### config.mk
export PLATFORM = sky130hd
export DESIGN_NAME = biquad_stereo_sequencer
export DESIGN_NICKNAME = d
export VERILOG_FILES = /design/src/rtl/biquad_stereo_sequencer.sv
export SDC_FILE = /design/constraint.sdc
export NUM_CORES = 1
export LEC_CHECK = 0
export CAP_MARGIN = 20
export CORE_MARGIN = 4
export CORE_UTILIZATION = 51
export DETAILED_ROUTE_END_ITERATION = 6
export GPL_TIMING_DRIVEN = 0
export PLACE_DENSITY = 0.85
export SLEW_MARGIN = 10
export SYNTH_ARGS = -nofsm -noshare
export SYNTH_HDL_FRONTEND = slang
export SYNTH_SLANG_ARGS = --single-unit
### constraint.sdc
create_clock -name clk -period 4.4 [get_ports clk]
set_input_delay 0.66 -clock clk [delete_from_list [all_inputs] [get_ports clk]]
set_output_delay 0.66 -clock clk [all_outputs]
set_load 0.02 [all_outputs]
### src/rtl/biquad_stereo_sequencer.sv
// Stereo front-end for two external mono biquad cores: frame handshake, core
// enable/capture sequencing, double-buffered coefficients and flush control.
module biquad_stereo_sequencer #(
  parameter int CORE_LAT = 1
) (
  input  logic        clk,
  input  logic        rst_n,
  input  logic        s_valid,
  output logic        s_ready,
  input  logic [15:0] s_data_l,
  input  logic [15:0] s_data_r,
  output logic        m_valid,
  input  logic        m_ready,
  output logic [15:0] m_data_l,
  output logic [15:0] m_data_r,
  output logic        core_en,
  output logic        core_rst,
  output logic [15:0] core_x_l,
  output logic [15:0] core_x_r,
  input  logic [15:0] core_y_l,
  input  logic [15:0] core_y_r,
  output logic [15:0] coef_b0,
  output logic [15:0] coef_b1,
  output logic [15:0] coef_b2,
  output logic [15:0] coef_a1,
  output logic [15:0] coef_a2,
  input  logic        cfg_we,
  input  logic [2:0]  cfg_addr,
  input  logic [15:0] cfg_wdata,
  input  logic        cfg_commit,
  output logic        cfg_pending,
  input  logic        flush
);

  typedef enum logic [1:0] {IDLE, ISSUE, WAIT, OUT} state_t;

  localparam logic [2:0] LAST = 3'(CORE_LAT - 1);
  // index 0 = b0 ... 4 = a2; reset set is a unity passthrough
  localparam logic [4:0][15:0] COEF_RST = {16'h0, 16'h0, 16'h0, 16'h0, 16'h7FFF};

  state_t           state, state_nx;
  logic [2:0]       wcnt;
  logic             rst_n_q, flush_pend;
  logic             apply_cfg, apply_flush;
  logic [4:0][15:0] shadow, active;

  always_ff @(posedge clk) begin
    if (!rst_n) state <= IDLE;
    else        state <= state_nx;
  end

  always_comb begin
    state_nx = state;
    case (state)
      IDLE:  if (s_valid && s_ready) state_nx = ISSUE;
      ISSUE: state_nx = WAIT;
      WAIT:  if (wcnt == LAST) state_nx = OUT;
      OUT:   if (m_ready) state_nx = IDLE;
      default: state_nx = IDLE;
    endcase
  end

  always_comb begin
    apply_cfg   = (state == IDLE) && cfg_pending;
    apply_flush = (state == IDLE) && flush_pend;
    s_ready     = (state == IDLE) && !rst_n_q && !flush_pend && !cfg_pending;
    core_en     = (state == ISSUE);
    m_valid     = (state == OUT);
    core_rst    = rst_n_q || apply_flush;
  end

  always_ff @(posedge clk) begin
    if (!rst_n) begin
      rst_n_q     <= 1'b1;
      wcnt        <= '0;
      core_x_l    <= '0;
      core_x_r    <= '0;
      m_data_l    <= '0;
      m_data_r    <= '0;
      cfg_pending <= 1'b0;
      flush_pend  <= 1'b0;
      shadow      <= COEF_RST;
      active      <= COEF_RST;
    end else begin
      rst_n_q <= 1'b0;
      if (s_valid && s_ready) begin
        core_x_l <= s_data_l;
        core_x_r <= s_data_r;
      end
      if (state == ISSUE)     wcnt <= '0;
      else if (state == WAIT) wcnt <= wcnt + 3'd1;
      if (state == WAIT && wcnt == LAST) begin
        m_data_l <= core_y_l;
        m_data_r <= core_y_r;
      end
      // a write landing on the apply edge stays in shadow for the next commit
      for (int i = 0; i < 5; i++)
        if (cfg_we && cfg_addr == 3'(i)) shadow[i] <= cfg_wdata;
      if (apply_cfg) active <= shadow;
      cfg_pending <= (cfg_pending && !apply_cfg) || cfg_commit;
      flush_pend  <= (flush_pend && !apply_flush) || flush;
    end
  end

  assign coef_b0 = active[0];
  assign coef_b1 = active[1];
  assign coef_b2 = active[2];
  assign coef_a1 = active[3];
  assign coef_a2 = active[4];

endmodule

* Word level (Yosys, flattened, before mapping)
Cells that the tools add are included.
Storage, ports and cells: register bits 232, latch bits 0, RAM bits 0, ROM bits 0, memories kept 0
Cells by class: add/sub/neg operators 1, multiply operators 0, divide/modulo/power cells 0, order comparisons 0, eq/ne operators 10, shift operators 0, muxes and demuxes 5, bitwise gates (word level) 1, reduce and logical (&&, ||, !) cells 27
Operators with widths (count):
- 1-bit logical AND | 14
- 2-bit one-hot mux with 4 select lines | 1
- 3-bit by 2-bit equality test with 1-bit output (second input constant) | 2
- 3-bit zero test | 2
- 2-bit 2-to-1 mux | 3
- 2-bit by 1-bit != test with 1-bit output (second input constant) | 3
- 1-bit zero test | 5
- 2-bit equality test (second input constant) | 2
- 3-bit by 1-bit adder with 3-bit output (second input constant) | 1
- 3-bit by 1-bit equality test with 1-bit output (second input constant) | 1
- 3-bit equality test (second input constant) | 1
- 1-bit logical OR | 3
- 3-bit AND reduction | 1
- 2-bit by 1-bit equality test with 1-bit output (second input constant) | 1
- 2-bit zero test | 1
- 2-bit OR reduction | 1
- 1-bit 2-to-1 mux | 1
- 1-bit inverter | 1

* Logic depth before layout (Yosys ltp)
Gate-level depths: netlist of run 1.
depth in word-level cells 7, mapped depth 8, mapped depth without buffers 5

* Least setup slack after synthesis of run 1
No wires, ideal clock.
path kind input -> register, start point in cfg_addr[0], end point reg shadow[10] in the netlist's numbering, setup time 137 ps, arrival time 1686 ps, required time 4263 ps, path slack 2577 ps, stages 6, buffers on the path 3, path through buf_4 or4b_1 buf_2 buf_6 nand2_1 nand3_1
Between the ends: longest elaborated chain between the ends 2
Ends and longest elaborated chain:
- start: declaration | line 28 | input logic [2:0] cfg_addr,
- 3-bit zero test | line 98 | if (cfg_we && cfg_addr == 3'(i)) shadow[i] <= cfg_wdata;
- 1-bit logical AND | line 98
- end signal: indexed assignment | line 98
- end: declaration | line 45 | logic [4:0][15:0] shadow, active;
Every way passes these cells. A chain may end at the register's enable or synchronous reset.

* Final worst setup path of run 1
start point reg state[0], end point out s_ready
Between the ends: longest elaborated chain between the ends 4
Ends and longest elaborated chain:
- start: declaration | line 41 | state_t state, state_nx;
- start signal: assignment | line 49 | else state <= state_nx;
- 2-bit zero test | line 66 | s_ready = (state == IDLE) && !rst_n_q && !flush_pend && !cfg_pending;
- 1-bit logical AND (3 in a row) | line 66
- end: declaration | line 9 | output logic s_ready,
Every way passes these cells.

==> results of run 1 <==
-- cell families after synthesis --
logic type | count (synthesis)
multiplexers | 34
XOR/XNOR | 2
buffers and inverters | 87
AND/OR/NAND/NOR | 508
adder cells (fa/ha/maj) | 6
flip-flops | 232
AO/OA/AOI/OAI | 168
-- sequential cells by signal, summed over array words and instances (netlist names), 2 cells and up --
register	flops
coef_a1	16
coef_a2	16
coef_b0	16
coef_b1	16
coef_b2	16
core_x_l	16
core_x_r	16
m_data_l	16
m_data_r	16
shadow	80
state	2
wcnt	3
-- report_power, final --
group | internal [mW] | total, mW | switching (mW)
clock | 1.41 | 2.25 | 0.840
sequential | 2.18 | 2.22 | 0.0444
combinational | 0.275 | 0.651 | 0.376
-- layout by cell type, fill, tap and decap left out, drive strengths merged, types with 2 or more instances in the layout --
cell type,count
buf,32
nand2b,3
nor4bb,2
and2,2
clkbuf,80
nor2,6
nand2,452
ha,6
dfxtp,232
clkinv,7
clkdlybuf4s50,234
bufinv,5
a21oi,164
nand4bb,3
nand3,30
inv,7
mux2i,34
-- stage by stage --
stage                     util (%)  cell area [um^2]  hold WS (ps)  instances
final                         74.3             11900           451       1531
after floorplan                  -              8380           432       1037
after global routing          74.3             11900           471       1531
after detailed placement      68.7             11000           444       1487
after CTS                     74.3             11900           454       1531
after global placement        68.7             11000           441       1487
-- worst min path at each step --
stage | to | slack, ps | cells after the start
after detailed placement | coef_b1[9]$_SDFFE_PN0P_ | 440 | 2
final | m_data_l[13]$_SDFFE_PN0P_ | 450 | 2
after global placement | coef_a1[6]$_SDFFE_PN0P_ | 440 | 2
after floorplan | coef_a1[0]$_SDFFE_PN0P_ | 430 | 2
after global routing | coef_a2[7]$_SDFFE_PN0P_ | 470 | 2
after CTS | coef_a2[7]$_SDFFE_PN0P_ | 450 | 2
-- per-layer routing --
layer  routed length [um]  global-route usage (%)
met3                 2470                    7.96
met4                  832                    8.68
met2                11800                    44.8
met1                10000                    31.3
met5                    0                       0
-- worst max-delay path: cells and delay by family (launching register included) --
kind	cells	cell delay (ps)
adder cells (fa/ha/maj)	1	160
flip-flops	1	330
buffers and inverters	3	1010
AND/OR/NAND/NOR	1	180
-- synth_stat cells, drive strengths merged, types with 2 or more instances --
| master | count | area share (%) |
|---|---|---|
| clkbuf | 48 | 2.2 |
| nor2 | 6 | 0.27 |
| and2 | 2 | 0.15 |
| nand2 | 452 | 20 |
| nand2b | 3 | 0.22 |
| a21oi | 164 | 9.8 |
| nand4bb | 3 | 0.40 |
| mux2i | 34 | 4.1 |
| buf | 32 | 2.2 |
| nand3 | 30 | 1.8 |
| nor4bb | 2 | 0.24 |
| inv | 7 | 0.31 |
| ha | 6 | 0.90 |
| dfxtp | 232 | 55 |
-- final cells by class --
type	instances	area, um^2
flip-flops and latches	232	4640
well taps	216	270
plain buffers	80	365
clock inverters	12	196
repair buffers	234	2340
clock buffers	32	701
inverters	7	26.3
fillers	1171	4120
multi-input cells	718	3340
==> run metrics, run 1 <==
status=completed; post-synthesis mux area share=4.06%; Reg2Reg Setup Slack=2350 ps; Synth Register Bits=232; vias in the first global route=7698; syn nets=1133; Gate Count Post-Synth=1037; routability cong.=0.830; largest family of logic cells by synthesized area=simple AND/OR/NAND/NOR gates; Synth Cell Area=8380 um^2; ant diodes=0; share of cells above drive strength 1=6.01%; CTS clk-pin slew, worst paths=60 ps; global route overflow=0; input/output buffers=234; area grow syn2layout=41.9%; critical path cell sequence=inv_1 > ha_1 > clkbuf_1 > and2_1 > clkdlybuf4s50_1; Core Area=16000 um^2; layout net count=1393; die height=136 um; Hold Path Class=flip-flop to flip-flop; DRT antenna net count=0; CTS max path bufs=3; Cell variety after synth=34; Tcrit/Tclk final=64.8%; antenna violations before repair=0; Place WS=1980 ps; initial DRC count=470; post-cts resize count=0; TritonCTS clock tree=built; Root Driver=clkbuf_16; P per Cell Area=431 nW/um^2; largest net degree at the start of global routing=15; row count=46; ys flop type=dfxtp_1; worst-path maximum fanout=9; ys async rst share=0%; residual DRC count=0; Hold Crit Start=m_data_l[13]$_SDFFE_PN0P_; launch point of the worst reg-to-reg path=state[0]$_SDFFE_PN0P_; reg-to-reg endpoint=coef_b2[0]$_SDFFE_PN0P_; CTS buffer count=24; Initial Util=52.3%; DR vias/cell=5.12; synthesized-area fraction occupied by adder cells=0.896%; Slew @ Worst Pin=709 ps; Max Slew Vio Count=0; overall global routing resource usage=26.1%; die width=136 um; CP Launch Point=state[0]$_SDFFE_PN0P_; Post-Route Setup TNS=0 ps; first-pass GRT wire length=38800 um; router iterations before antenna repair=5; clock latency on the worst-skew pair=520 ps; slowest CP cell=clkdlybuf4s50_1; worst setup margin=1550 ps; maximum VDD drop=324 uV; final hold vios=0; number of synthesized flops with an enable pin=0; clock skew=24.9 ps; CP startpoint kind=flip-flop; Simple-Gate Fraction of Synth Area=24.5%; slew margin rel.=52.7%; Max Freq=0.351 GHz; Post-DP HPWL=17800 um; Tmin final=2850 ps; clk sinks=232; MaxCap Viol Count=0; reg2reg path depth=7; H-tree levels=1; syn_area_per_cell=8.08 um^2; Pwr Total=5.13 mW; Critical Path End Type=output port; I/O pin cnt=239; CP Class=flip-flop to output port; post-synthesis sequential area ratio=55.5%; Compound-Gate Fraction of Synth Area=10.2%; wire per inst=16.4 um; worst setup path endpoint=s_ready; Via Count=7845; yosys warns=0; Detailed Route WL=25100 um; post-CTS setup buffer count=0; RSZ-0062 raised after global routing=false; hold buffer count at CTS=0; CP arrival=2190 ps; WP data required=3740 ps; DIE AREA=18500 um^2; LEAKAGE=4.35 nW; Largest stage delay, worst path=630 ps; final number of setup-violating endpoints=0; xor-xnor portion of the synthesized cell area=0.209%
Note: power is estimated with default switching activity, not from simulation.
==> run 2: changes to the inputs <==
Settings changed: CORE_UTILIZATION 51 to 47, PLACE_DENSITY 0.85 to 0.79.
Clock period 4.4 ns to 2.67 ns, I/O delays scaled along.
==> run 2 against run 1 <==
Die area increased by 8.0%. Largest cell class unchanged. Hold slack worse by 230 ps. Design area shrank 0.65%. Critical path type unchanged. Via count shrank 1.5%. Global-route usage shrank 2.7 points. First-iteration DRC count decreased by 24%. Combinational power rose by 64%. Highest routed layer is now met5. Register-to-register slack worse by 1600 ps. Worst setup slack got worse by 1400 ps. Sequential cell count did not move. Critical path depth is 1 lower.
==> run metrics, run 2 (synthesis gave the netlist of run 1 again) <==
critical path cell sequence=inv_1 > ha_1 > a21o_1 > clkdlybuf4s50_1; slowest CP cell=clkdlybuf4s50_1; Most flops, register=shadow; CP startpoint kind=flip-flop; maximum VDD drop=486 uV; slew margin rel.=48.6%; CP arrival=2120 ps; max reg flops=80; DRT met1 WL=9910 um; Reg2Reg Setup Slack=730 ps; die height=141 um; Tcrit/Tclk final=94.2%; Detailed Route WL=24200 um; CP Class=flip-flop to output port; Hold Crit Start=cfg_addr[1]; Hold Path Class=primary input to flip-flop; Root Driver=clkbuf_16; worst path bufs/invs=2; CTS clk-pin slew, worst paths=60 ps; vias in the first global route=7656; residual DRC count=0; Largest stage delay, worst path=660 ps; Slew @ Worst Pin=771 ps; share of cells above drive strength 1=5.64%; Critical Path End Type=output port; overall global routing resource usage=23.4%; final hold vios=0; WP data required=2270 ps; H-tree levels=1; I/O pin cnt=239; WL met2=11200 um; initial DRC count=359; TritonCTS clock tree=built; MaxCap Viol Count=0; clock latency on the worst-skew pair=520 ps; status=completed; Via Count=7730; worst setup margin=154 ps; reg-to-reg endpoint=coef_a1[12]$_SDFFE_PN0P_; P per Cell Area=687 nW/um^2; first-pass GRT wire length=38200 um; commonest non-fill, non-tap cell in the layout=nand2_1; CTS max path bufs=3; Place WS=556 ps; final number of setup-violating endpoints=0; ant diodes=0; clk sinks=232; Max Slew Vio Count=0; post-CTS setup buffer count=0; largest net degree at the start of global routing=14; placed cells=1496; fin cells=1538; routability cong.=0.817; global route overflow=0; die width=141 um; area grow syn2layout=41.0%; Max Freq=0.397 GHz; WHS Endpoint=shadow[15]$_SDFFE_PN0P_; DR top layer=met5; Core Area=17400 um^2; launch point of the worst reg-to-reg path=state[0]$_SDFFE_PN0P_; reg2reg path depth=6; Post-DP HPWL=17500 um; layout net count=1393; DIE AREA=20000 um^2; LEAKAGE=4.29 nW; clock skew=19.3 ps; antenna violations before repair=1; Initial Util=48.3%; Core Util, Final=68.0%; DRT antenna net count=0; input/output buffers=234; Post-Route Setup TNS=0 ps; router iterations before antenna repair=5; met3 wire length=2270 um; FILL cells=1485; CTS buffer count=25; DR vias/cell=5.03; row count=48; RSZ-0062 raised after global routing=false; most frequent cells in the layout=452 x nand2_1, 234 x clkdlybuf4s50_1, 232 x dfxtp_1; hold path depth=4; family with the most delay on the worst path=buffers and inverters; Tmin final=2520 ps; wire per inst=15.7 um; worst-path maximum fanout=9
## run 2: cell count changes in the layout (fill, tap and decap cells not counted), sizes merged
| cell | before | now |
|---|---|---|
| inv | 7 | 8 |
| bufinv | 5 | 2 |
| clkinv | 7 | 3 |
| clkbuf | 80 | 82 |
| clkinvlp | 0 | 2 |
## run 2: area by class of cell
cell class,count,area [um^2],share of cell area [%]
Multi-Input combinational cell,718,3340,28.3
Clock inverter,8,98.8,0.837
Timing Repair Buffer,234,2340,19.8
Tap cell,225,282,2.38
Clock buffer,35,713,6.04
Buffer,79,362,3.06
Inverter,7,26.3,0.223
Sequential cell,232,4640,39.3
## run 2: worst max-delay path by stage
stage                                          to  slack (ps)  cells past startpoint             startpoint
after floorplan           shadow[10]$_SDFFE_PN1P_        1110                      6            cfg_addr[0]
after detailed placement  shadow[73]$_SDFFE_PN0P_         560                      6            cfg_addr[2]
after global placement    shadow[54]$_SDFFE_PN0P_         590                      5            cfg_addr[2]
after global routing                     core_rst          50                      4  state[0]$_SDFFE_PN0P_
final                                    core_rst         150                      4  state[0]$_SDFFE_PN0P_
after CTS                                core_rst         120                      4  state[0]$_SDFFE_PN0P_
## run 2: worst min-delay path, stage by stage
cell and delay, ps:
buf_6 110, nor4b_4 70, nand2_1 60, a21oi_1 50
## run 2: report_power, final
group | internal (mW) | total (mW) | switching, mW | leakage [nW]
registers | 3.59 | 3.66 | 0.0694 | 1.88
logic | 0.455 | 1.07 | 0.616 | 2.02
clock network | 2.05 | 3.38 | 1.34 | 0.395
total | 6.09 | 8.12 | 2.02 | 4.29
## run 2: layer usage
metal	up-vias	track usage, %
met2	264	40.2
met3	61	7.31
li1	3856	-
met4	2	7.78
met1	3547	27.9
met5	-	0
## run 2: metrics by stage
step	total power [mW]	hold WS, ps	cell area, um^2
detailed placement	4.81	444	11000
CTS	8.18	204	11800
floorplan	4.30	432	8380
global route	8.43	220	11800
finish	8.12	219	11800
global placement	4.79	440	11000
## run 2: timing repair
item | CTS | global route
endpoints found under the setup margin | 1 | 0
resized for setup | 0 | 0
hold buffers | 0 | 0
==> run 3: changes to the inputs <==
Settings changed: GPL_TIMING_DRIVEN 0 to default.
==> run 3 against run 2 <==
Wire length decreased by 3.0%. Power increased by 2.4%. Worst setup slack improved by 32 ps. Maximum frequency grew 1.3%. Register-to-register slack about the same. Clock power rose by 6.2%. Largest cell class unchanged. Largest power group unchanged.
==> run metrics, run 3 (synthesis gave the netlist of run 1 again) <==
max reg flops=80; largest net degree at the start of global routing=98; clock skew=17.6 ps; final hold vios=0; Detailed Route WL=23500 um; Most flops, register=shadow; DIE AREA=20000 um^2; P_sw=1.99 mW; CP arrival=2080 ps; share of total power in the clock network=43.3%; routability cong.=0.817; maximum VDD drop=441 uV; DRT antenna net count=0; post-CTS setup buffer count=0; worst path bufs/invs=2; H-tree levels=1; router iterations before antenna repair=4; Logic pwr share=12.7%; slowest CP cell=clkdlybuf4s50_1; Largest stage delay, worst path=650 ps; TritonCTS clock tree=built; Max Freq=0.403 GHz; critical path cell sequence=inv_1 > ha_1 > a21o_1 > clkdlybuf4s50_1; area grow syn2layout=40.5%; CP startpoint kind=flip-flop; share of cells above drive strength 1=5.41%; die width=141 um; Tcrit/Tclk final=93.0%; antenna violations before repair=0; first-pass GRT wire length=36800 um; hold buffer count at CTS=0; WP data required=2270 ps; commonest non-fill, non-tap cell in the layout=nand2_1; MaxCap Viol Count=0; LEAKAGE=4.24 nW; status=completed; clk sinks=232; fin cells=1482; Tmin final=2480 ps; die height=141 um; Max Slew Vio Count=0; RSZ-0062 raised after global routing=false; worst-path maximum fanout=9; CP Class=flip-flop to output port; most frequent cells in the layout=451 x nand2_1, 237 x clkdlybuf4s50_1, 232 x dfxtp_1; Critical Path End Type=output port; CTS clk-pin slew, worst paths=60 ps; input/output buffers=238; Hold Path Class=primary input to flip-flop; initial DRC count=400; post-cts resize count=0; vias in the first global route=7134; final number of setup-violating endpoints=0; overall global routing resource usage=22.4%; Reg power frac=44.1%; residual DRC count=0; Initial Util=48.3%; CTS max path bufs=3; CTS buffer count=24; sw frac=24.0%; Post-DP HPWL=15600 um; Slew @ Worst Pin=890 ps; wire per inst=15.8 um; Core Util, Final=67.8%; P per Cell Area=706 nW/um^2; global route overflow=0; Int Power=6.31 mW; row count=48; layout net count=1336; clock latency on the worst-skew pair=510 ps; Root Driver=clkbuf_16; Core Area=17400 um^2; DR vias/cell=5.09; placed cells=1439; I/O pin cnt=239; ant diodes=0; family with the most delay on the worst path=buffers and inverters; Via Count=7540; slew margin rel.=40.7%; Post-Route Setup TNS=0 ps; FILL cells=1419
[run 3: cell type report]
cell class	instances	area, um^2	area share, %
Tap cell	225	282	2.39
Inverter	7	28.8	0.245
Timing Repair Buffer	257	2580	21.9
Clock inverter	5	100	0.851
Sequential cell	232	4640	39.5
Clock buffer	38	774	6.58
Multi-Input combinational cell	718	3360	28.5
[run 3: metrics by stage]
step	power [mW]	setup slack (ps)	area, um^2	hold slack [ps]
2_1_floorplan	4.30	1110	8380	432
3_3_place_gp	4.77	493	10900	436
3_5_place_dp	4.79	391	10900	443
4_1_cts	8.39	150	11800	259
5_1_grt	8.64	58.7	11800	272
6_report	8.31	186	11800	263
[run 3: power by group through the flow]
stage | clock network, mW | registers (mW) | logic, mW
after global placement | 0 | 3.73 | 1.04
final | 3.59 | 3.66 | 1.05
after global routing | 3.82 | 3.68 | 1.14
after detailed placement | 0 | 3.74 | 1.05
after CTS | 3.67 | 3.66 | 1.06
after floorplan | 0 | 3.84 | 0.457
[run 3: metal layers]
layer / vias up / track usage [%] / share of wire [%]
met1: 3481 / 29.0 / 42
met4: 0 / 6.62 / 2.4
met3: 35 / 5.49 / 9.0
met2: 291 / 37.4 / 47
met5: - / 0 / 0
li1: 3733 / - / -
[run 3: path summary, 6_finish.rpt]
| path | from | end | slack [ps] | cells after the start |
|---|---|---|---|---|
| worst max-delay path | state[0]$_SDFFE_PN0P_ | core_rst | 190 | 4 |
| worst max register to register | state[0]$_SDFFE_PN0P_ | coef_b1[3]$_SDFFE_PN0P_ | 740 | 6 |
| worst min register to register | shadow[79]$_SDFFE_PN0P_ | coef_a2[15]$_SDFFE_PN0P_ | 450 | 2 |
| worst min-delay path | rst_n | rst_n_q$_DFF_P_ | 260 | 2 |
